<file path="src/rtl/qpu_ifu_flush_ctrl_if.sv">
// ----------------------------------------------------------------------------
// qpu_ifu_flush_ctrl_if
//   Groups the signals between the branch-resolve stage, the flush controller
//   and the IFU fetch stage.
//   master : the surrounding pipeline (flush source, fetch stage)
//   slave  : the flush controller
//   Signals:
//     brchmis_flush_req/ack      mispredict flush handshake
//     brchmis_flush_add_op1/op2  redirect adder operands
//     ifu_redirect_valid/ready   PC redirect handshake, ifu_redirect_pc target
//     ifu_req_hsk / ifu_rsp_hsk  fetch request / response handshake pulses
//     ifu_req_block              fetch stage must not issue a request
//     ifu_rsp_kill               current response is wrong-path, drop it
//     ost_err                    sticky outstanding-tracking protocol error
// ----------------------------------------------------------------------------
interface qpu_ifu_flush_ctrl_if #(
  parameter int PC_SIZE = 32
);
  logic               brchmis_flush_req;
  logic               brchmis_flush_ack;
  logic [PC_SIZE-1:0] brchmis_flush_add_op1;
  logic [PC_SIZE-1:0] brchmis_flush_add_op2;
  logic               ifu_redirect_valid;
  logic               ifu_redirect_ready;
  logic [PC_SIZE-1:0] ifu_redirect_pc;
  logic               ifu_req_hsk;
  logic               ifu_rsp_hsk;
  logic               ifu_req_block;
  logic               ifu_rsp_kill;
  logic               ost_err;

  modport master (
    output brchmis_flush_req, brchmis_flush_add_op1, brchmis_flush_add_op2,
           ifu_redirect_ready, ifu_req_hsk, ifu_rsp_hsk,
    input  brchmis_flush_ack, ifu_redirect_valid, ifu_redirect_pc,
           ifu_req_block, ifu_rsp_kill, ost_err
  );

  modport slave (
    input  brchmis_flush_req, brchmis_flush_add_op1, brchmis_flush_add_op2,
           ifu_redirect_ready, ifu_req_hsk, ifu_rsp_hsk,
    output brchmis_flush_ack, ifu_redirect_valid, ifu_redirect_pc,
           ifu_req_block, ifu_rsp_kill, ost_err
  );
endinterface

</file>
<file path="src/rtl/qpu_ifu_flush_ctrl.sv">
// ----------------------------------------------------------------------------
// qpu_ifu_flush_ctrl
//   Accepts a branch-mispredict flush, computes the redirect target, drives a
//   PC redirect into the fetch stage and kills the wrong-path fetch responses
//   that were already in flight when the flush was accepted.
//   Ports:
//     clk  clock
//     rst  synchronous active-high reset
//     bus  flush / redirect / fetch-tracking signals (slave side)
// ----------------------------------------------------------------------------
module qpu_ifu_flush_ctrl #(
  parameter int PC_SIZE = 32,
  parameter int OST_MAX = 4,
  parameter int OST_W   = 4
) (
  input  logic                 clk,
  input  logic                 rst,
  qpu_ifu_flush_ctrl_if.slave  bus
);

  typedef enum logic [1:0] {
    IDLE  = 2'd0,
    REDIR = 2'd1,
    DRAIN = 2'd2
  } state_t;

  localparam logic [OST_W-1:0] CNT_MAX = OST_W'(OST_MAX);
  localparam logic [OST_W-1:0] CNT_ONE = OST_W'(1);

  state_t             state;
  logic               redir_valid_q;
  logic [PC_SIZE-1:0] target;
  logic [OST_W-1:0]   ost_cnt;
  logic [OST_W-1:0]   discard_cnt;
  logic               ost_err_q;

  logic               flush_accept;
  logic               rsp_kill;
  logic               req_block;
  logic               err_event;
  logic [OST_W-1:0]   ost_nxt;
  logic [OST_W-1:0]   discard_dec;
  logic [OST_W-1:0]   flush_discard;

  assign flush_accept = (state == IDLE) && bus.brchmis_flush_req;

  // A response handshaking in the accept cycle is already wrong-path.
  assign rsp_kill  = bus.ifu_rsp_hsk && (flush_accept || (discard_cnt != '0));
  assign req_block = (state != IDLE) || bus.brchmis_flush_req || (ost_cnt == CNT_MAX);

  assign err_event = (bus.ifu_rsp_hsk && (ost_cnt == '0)) ||
                     (bus.ifu_req_hsk && req_block);

  // Discard count after this cycle's kill, saturating at zero.
  assign discard_dec = (rsp_kill && (discard_cnt != '0)) ? discard_cnt - CNT_ONE
                                                         : discard_cnt;

  // Responses in flight at accept time, minus the one killed right now.
  assign flush_discard = (bus.ifu_rsp_hsk && (ost_cnt != '0)) ? ost_cnt - CNT_ONE
                                                              : ost_cnt;

  // NOTE: every variable assigned in always_comb gets a default first, so no
  // path leaves it unassigned and no latch is inferred.
  always_comb begin
    ost_nxt = ost_cnt;
    if (bus.ifu_req_hsk && !bus.ifu_rsp_hsk && (ost_cnt != CNT_MAX)) begin
      ost_nxt = ost_cnt + CNT_ONE;
    end else if (!bus.ifu_req_hsk && bus.ifu_rsp_hsk && (ost_cnt != '0)) begin
      ost_nxt = ost_cnt - CNT_ONE;
    end
  end

  // NOTE: state is updated with non-blocking assignments so every register
  // samples the pre-edge values, independent of statement order.
  always_ff @(posedge clk) begin
    if (rst) begin
      state         <= IDLE;
      redir_valid_q <= 1'b0;
      target        <= '0;
      ost_cnt       <= '0;
      discard_cnt   <= '0;
      ost_err_q     <= 1'b0;
    end else begin
      ost_cnt <= ost_nxt;
      if (err_event) begin
        ost_err_q <= 1'b1;
      end

      case (state)
        IDLE: begin
          if (flush_accept) begin
            target        <= bus.brchmis_flush_add_op1 + bus.brchmis_flush_add_op2;
            discard_cnt   <= flush_discard;
            redir_valid_q <= 1'b1;
            state         <= REDIR;
          end else begin
            discard_cnt <= discard_dec;
          end
        end
        REDIR: begin
          discard_cnt <= discard_dec;
          if (bus.ifu_redirect_ready) begin
            redir_valid_q <= 1'b0;
            state         <= (discard_dec != '0) ? DRAIN : IDLE;
          end
        end
        DRAIN: begin
          discard_cnt <= discard_dec;
          if (discard_cnt == '0) begin
            state <= IDLE;
          end
        end
        default: begin
          redir_valid_q <= 1'b0;
          state         <= IDLE;
        end
      endcase
    end
  end

  assign bus.brchmis_flush_ack  = flush_accept;
  assign bus.ifu_redirect_valid = redir_valid_q;
  assign bus.ifu_redirect_pc    = target;
  assign bus.ifu_req_block      = req_block;
  assign bus.ifu_rsp_kill       = rsp_kill;
  assign bus.ost_err            = ost_err_q;

endmodule

</file>
<file path="src/flat_wrapper.sv">
// flat-port wrapper written by rule: the top's interface ports become plain ports
module qpu_ifu_flush_ctrl_flat 
#(
  parameter int PC_SIZE = 32,
  parameter int OST_MAX = 4,
  parameter int OST_W   = 4
)
  (clk, rst, bus_brchmis_flush_req, bus_brchmis_flush_add_op1, bus_brchmis_flush_add_op2, bus_ifu_redirect_ready, bus_ifu_req_hsk, bus_ifu_rsp_hsk, bus_brchmis_flush_ack, bus_ifu_redirect_valid, bus_ifu_redirect_pc, bus_ifu_req_block, bus_ifu_rsp_kill, bus_ost_err);
  qpu_ifu_flush_ctrl_if #(.PC_SIZE(PC_SIZE)) bus_i ();
  input  logic clk;
  input  logic rst;
  input wire logic [$bits(bus_i.brchmis_flush_req)-1:0] bus_brchmis_flush_req;
  input wire logic [$bits(bus_i.brchmis_flush_add_op1)-1:0] bus_brchmis_flush_add_op1;
  input wire logic [$bits(bus_i.brchmis_flush_add_op2)-1:0] bus_brchmis_flush_add_op2;
  input wire logic [$bits(bus_i.ifu_redirect_ready)-1:0] bus_ifu_redirect_ready;
  input wire logic [$bits(bus_i.ifu_req_hsk)-1:0] bus_ifu_req_hsk;
  input wire logic [$bits(bus_i.ifu_rsp_hsk)-1:0] bus_ifu_rsp_hsk;
  output wire logic [$bits(bus_i.brchmis_flush_ack)-1:0] bus_brchmis_flush_ack;
  output wire logic [$bits(bus_i.ifu_redirect_valid)-1:0] bus_ifu_redirect_valid;
  output wire logic [$bits(bus_i.ifu_redirect_pc)-1:0] bus_ifu_redirect_pc;
  output wire logic [$bits(bus_i.ifu_req_block)-1:0] bus_ifu_req_block;
  output wire logic [$bits(bus_i.ifu_rsp_kill)-1:0] bus_ifu_rsp_kill;
  output wire logic [$bits(bus_i.ost_err)-1:0] bus_ost_err;
  assign bus_i.brchmis_flush_req = bus_brchmis_flush_req;
  assign bus_i.brchmis_flush_add_op1 = bus_brchmis_flush_add_op1;
  assign bus_i.brchmis_flush_add_op2 = bus_brchmis_flush_add_op2;
  assign bus_i.ifu_redirect_ready = bus_ifu_redirect_ready;
  assign bus_i.ifu_req_hsk = bus_ifu_req_hsk;
  assign bus_i.ifu_rsp_hsk = bus_ifu_rsp_hsk;
  assign bus_brchmis_flush_ack = bus_i.brchmis_flush_ack;
  assign bus_ifu_redirect_valid = bus_i.ifu_redirect_valid;
  assign bus_ifu_redirect_pc = bus_i.ifu_redirect_pc;
  assign bus_ifu_req_block = bus_i.ifu_req_block;
  assign bus_ifu_rsp_kill = bus_i.ifu_rsp_kill;
  assign bus_ost_err = bus_i.ost_err;
  qpu_ifu_flush_ctrl #(.PC_SIZE(PC_SIZE), .OST_MAX(OST_MAX), .OST_W(OST_W)) u_core (.clk(clk), .rst(rst), .bus(bus_i));
endmodule
</file>
<file path="config.mk">
export PLATFORM = sky130hd
export DESIGN_NAME = qpu_ifu_flush_ctrl_flat
export DESIGN_NICKNAME = d
export VERILOG_FILES = /design/src/rtl/qpu_ifu_flush_ctrl_if.sv /design/src/rtl/qpu_ifu_flush_ctrl.sv /design/src/flat_wrapper.sv
export SDC_FILE = /design/constraint.sdc
export NUM_CORES = 1
export LEC_CHECK = 0
export CAP_MARGIN = 20
export CORE_MARGIN = 2
export CORE_UTILIZATION = 49
export CTS_BUF_LIST = sky130_fd_sc_hd__clkbuf_2
export DETAILED_ROUTE_END_ITERATION = 10
export PLACE_DENSITY = 0.83
export SYNTH_ARGS = -nofsm -noshare
export SYNTH_HDL_FRONTEND = slang
export SYNTH_SLANG_ARGS = --single-unit
</file>
<file path="constraint.sdc">
create_clock -name clk -period 3.7 [get_ports clk]
set_input_delay 0.74 -clock clk [delete_from_list [all_inputs] [get_ports clk]]
set_output_delay 0.74 -clock clk [all_outputs]
set_load 0.05 [all_outputs]
</file>
* After elaboration in Yosys (flattened, before gate mapping)
Cells that the tools add are included.
Cells by class: add/sub/neg operators 4, equality and inequality tests 7, mux-type cells 14, bitwise operators 1, reduce and logical (&&, ||, !) cells 29
Operators with widths (number):
- 32-bit adder | 1
- 4-bit 2-to-1 mux | 5
- 4-bit nonzero test | 3
- 1-bit logical AND | 10
- 4-bit zero test | 2
- 2-bit 2-to-1 mux | 4
- 4-bit one-hot mux with 2 select lines | 1
- 4-bit by 1-bit subtractor with 4-bit output, second input constant | 2
- 2-bit one-hot mux with 3 select lines | 1
- 3-bit AND reduction | 2
- 2-bit nonzero test | 3
- 4-bit by 1-bit adder with 4-bit output, second input constant | 1
- 4-bit by 3-bit equality test with 1-bit output, second input constant | 1
- 1-bit logical OR | 4
- 2-bit by 1-bit != test with 1-bit output, second input constant | 2
- 4-bit by 3-bit != test with 1-bit output, second input constant | 1
- 1-bit one-hot mux with 3 select lines | 1
- 2-bit by 1-bit equality test with 1-bit output, second input constant | 1
- 2-bit equality test, second input constant | 1
- 1-bit zero test | 2
- 2-bit zero test | 1
- 1-bit 2-to-1 mux | 2
- 2-bit != test, second input constant | 1
- 2-bit AND reduction | 1
- 2 further kinds | 2
Word-level totals: bits in registers 44, input bits 70, output and inout port bits 37, logic and storage cells 61

* Logic depth before layout (Yosys ltp)
word-level depth 10, mapped depth 11, mapped depth without buffers 11

* Least setup slack after synthesis
Ideal clock, no wire load.
path kind input to register, from input bus_brchmis_flush_add_op2[0], to register u_core.target[28], in the netlist u_core.bus.ifu_redirect_pc[28], setup time 86 ps, arrival time 3155 ps, required time 3614 ps, setup slack 460 ps, cell stages on the path 11, buffers on the path 0, cell sequence ha_1 fa_1 a21o_1 a221o_1 a22oi_2 a2111oi_2 o21a_2 a2111oi_4 o21bai_2 xnor2_1 a211oi_1
Between the ends: longest elaborated chain between the ends 1
RTL lines:
- start: declaration | RTL line flat_wrapper.sv:14 | input wire logic [$bits(bus_i.brchmis_flush_add_op2)-1:0] bus_brchmis_flush_add_op2;
- 32-bit adder | RTL line qpu_ifu_flush_ctrl.sv:92 | target <= bus.brchmis_flush_add_op1 + bus.brchmis_flush_add_op2;
- end signal: assignment | RTL line qpu_ifu_flush_ctrl.sv:92
- end: declaration | RTL line qpu_ifu_flush_ctrl.sv:32 | logic [PC_SIZE-1:0] target;
Every way passes these cells. A chain may end at the register's enable or synchronous reset.

* Worst setup path in the final report
Ends and elaborated chain as after synthesis.

==> impl_metrics.env <==
export IMPL_fill_cells=580
export IMPL_drt_iter0_drc=135
export IMPL_stdcell_count=656
export IMPL_crit_path_cell_trace="clkdlybuf4s50_1 -> ha_1 -> fa_1 -> a21o_1 -> a221o_1 -> a22oi_2 -> a2111oi_2 -> o21a_2 -> a2111oi_4 -> o21bai_2 -> xnor2_1 -> a211oi_1"
export IMPL_netlist_area_um2=3520
export IMPL_synth_top_area_cell="dfxtp_1"
export IMPL_synth_common_cells="nand2_1 (65), a21oi_1 (59), dfxtp_1 (44)"
export IMPL_dieArea_um2=7870
export IMPL_fin_skew_ns=0.0316
export IMPL_vias_per_cell=5.60
export IMPL_grt_max_degree=39
export IMPL_io_pins=107
export IMPL_slowest_delay_ns=0.41
export IMPL_dp_cells=649
export IMPL_cts_setup_buffers=0
export IMPL_overflow=0
export IMPL_p_leak_nw=1.93
export IMPL_start_util_pct=51.2
export IMPL_fin_crit_ns=3.41
export IMPL_rows=30
export IMPL_drtAntennaViolNets=0
export IMPL_worstHoldPathType="reg -> reg"
export IMPL_seqCellArea_um2=881
export IMPL_grt_pass1_vias=3507
export IMPL_synth_nets=565
export IMPL_drv_cap=0
export IMPL_setup_viol=0
export IMPL_path_class="in -> reg"
export IMPL_worstPathArrival_ns=3.74
export IMPL_cts_root_buf="clkbuf_2"
export IMPL_netlist_instances=456
export IMPL_fmax_mhz=293
export IMPL_synth_ff_type="dfxtp_1"
export IMPL_antenna_found_initial=0
export IMPL_globalplace_congestion=0.898
export IMPL_cp_start_kind="input pin"
export IMPL_drive_gt1_share_pct=5.71
export IMPL_cp_required_ns=4.03
export IMPL_synth_cell_types=60
export IMPL_multi_input_area_um2=2520
export IMPL_outcome="finished, final reports clean"
export IMPL_clockBufferDepth=2
export IMPL_cts_num_sinks=44
export IMPL_crit_fanout=3
export IMPL_insertion_delay_ns=0.42
export IMPL_synth_avg_cell_area_um2=7.71
export IMPL_place_hpwl_um=7470
export IMPL_vias=3676
export IMPL_routedWlPerCell_um=14.4
export IMPL_crit_family="compound AO/OA/AOI/OAI gates"
export IMPL_worst_pin_slew_ns=0.856
export IMPL_numCtsBuffers=5
export IMPL_final_net_count=669
export IMPL_synth_top_area_share_pct=25.1
export IMPL_synth_edf_count=0
export IMPL_endpoint_kind="flip-flop"
export IMPL_crit_buf_inv=1
export IMPL_hold_worst_slack_ns=0.466
export IMPL_syn_to_final_growth_pct=35.0
export IMPL_synth_area_top_cells="dfxtp_1 (25%), ha_1 (14%), a21oi_1 (8.4%)"
export IMPL_async_flop_share_pct=0
export IMPL_grt_total_usage_pct=24.9
export IMPL_synth_most_common_cell="nand2_1"
export IMPL_ir_worst_vdd_v=0.000246
export IMPL_htreeDepth=2
export IMPL_synth_seq_cells=44
export IMPL_die_w_um=88.7
export IMPL_die_h_um=88.7
export IMPL_ctsHoldBuffers=0
export IMPL_critPathSlowestCell="clkdlybuf4s50_1"
export IMPL_port_buffers=106
export IMPL_hold_viol=0
export IMPL_first_pass_iters=4
export IMPL_max_slew_margin_rel_pct=42.7
export IMPL_power_total_w=0.00238
export IMPL_drc=0
export IMPL_cts_tree="yes"
export IMPL_yosysWarnings=0
export IMPL_path_clk_slew_ns=0.21
export IMPL_power_density_nw_per_um2=502
export IMPL_cts_resized=0
export IMPL_antenna_cells=0
export IMPL_slew_violations=0
export IMPL_wl_um=9470
export IMPL_grt_pass1_wl_um=15800
export IMPL_rsz0062_at_grt="no"
export IMPL_fin_crit_sh_pct=92.3
export IMPL_yosysSeqAreaShare_pct=25.1
export IMPL_coreArea_um2=6870
## metal layers
layer	global-route usage [%]	share of wire [%]	up-vias
met3	3.64	5.0	18
met2	43.4	49	107
met5	0	0	-
met1	31.8	44	1695
met4	7.44	1.8	0
li1	-	-	1856
## layout make-up
cell class / count / area share, %
Clock buffer: 5 / 0.527
Clock inverter: 2 / 0.158
Inverter: 11 / 0.870
Multi-Input combinational cell: 383 / 53.2
Sequential cell: 44 / 18.6
Tap cell: 96 / 2.53
Timing Repair Buffer: 115 / 24.2
## power breakdown
| part | internal (W) | leakage (nW) | switching [W] | total (W) |
|---|---|---|---|---|
| clock network | 0.0000390 | 0.0239 | 0.000155 | 0.000194 |
| registers | 0.000591 | 0.362 | 0.0000931 | 0.000684 |
| logic | 0.000593 | 1.55 | 0.000914 | 0.00151 |
| total | 0.00122 | 1.93 | 0.00116 | 0.00238 |
## per-stage QoR
step / utilization (%) / setup slack (ns) / setup TNS [ns] / instance area, um^2
global route: 69.1 / 0.172 / 0 / 4750
finish: 69.1 / 0.286 / 0 / 4750
floorplan: - / 0.460 / 0 / 3520
detailed placement: 68.6 / -0.133 / -0.133 / 4710
CTS: 69.1 / 0.292 / 0 / 4750
global placement: 68.6 / -0.0332 / -0.0332 / 4710
## kinds of logic after synthesis
family | Yosys count | share of synthesized area, %
AOI/OAI and AO/OA | 151 | 28.6
xor gates and xnor gates | 30 | 7.47
adders and majority gates | 39 | 14.1
buffers and inverters | 29 | 3.17
DFF | 44 | 25.1
muxes | 2 | 0.605
and+or+nand+nor | 161 | 21.0
## tightest hold or removal path, cell delays in order, from the launching register on
cell and delay, ns:
dfxtp_1 0.35, nand2_1 0.05, a21oi_1 0.05
## registers in the layout (all words and copies together) (netlist names)
register	cells
u_core.bus.ifu_redirect_valid	1
u_core.bus.ifu_redirect_pc	32
u_core.discard_cnt	4
u_core.bus.ost_err	1
u_core.ost_cnt	4
u_core.state	2
## worst paths after layout
check                                                                  from                                     endpoint  slack, ns  depth (start not counted)
worst max register to register                 u_core.state[0]$_SDFFE_PP0P_           u_core.discard_cnt[3]$_SDFFE_PP0P_       1.59                          9
worst min register to register  u_core.bus.ifu_redirect_pc[13]$_SDFFE_PP0P_  u_core.bus.ifu_redirect_pc[13]$_SDFFE_PP0P_       0.47                          2
worst max-delay path                           bus_brchmis_flush_add_op2[0]  u_core.bus.ifu_redirect_pc[28]$_SDFFE_PP0P_       0.29                         12
worst min-delay path            u_core.bus.ifu_redirect_pc[13]$_SDFFE_PP0P_  u_core.bus.ifu_redirect_pc[13]$_SDFFE_PP0P_       0.47                          2
## cells in the final DEF (no fill, tap or decap), types with 3 or more instances in the layout
master           instances
nand2_1                 65
nor3_1                   7
clkdlybuf4s50_1        104
o22ai_1                  3
xnor2_1                 22
xor2_1                   8
a21o_1                  18
o21ai_0                 14
and3_1                   5
nand3_1                 16
clkbuf_2                 5
dfxtp_1                 44
nor2b_1                  7
ha_1                    38
nand2b_1                 8
a21oi_1                 59
a211oi_1                10
buf_4                    9
o21ai_1                  8
a31oi_1                  6
and2_1                   5
nor2_1                  35
inv_1                   10
clkinv_1                 3
(Power assumes the default switching activity.)
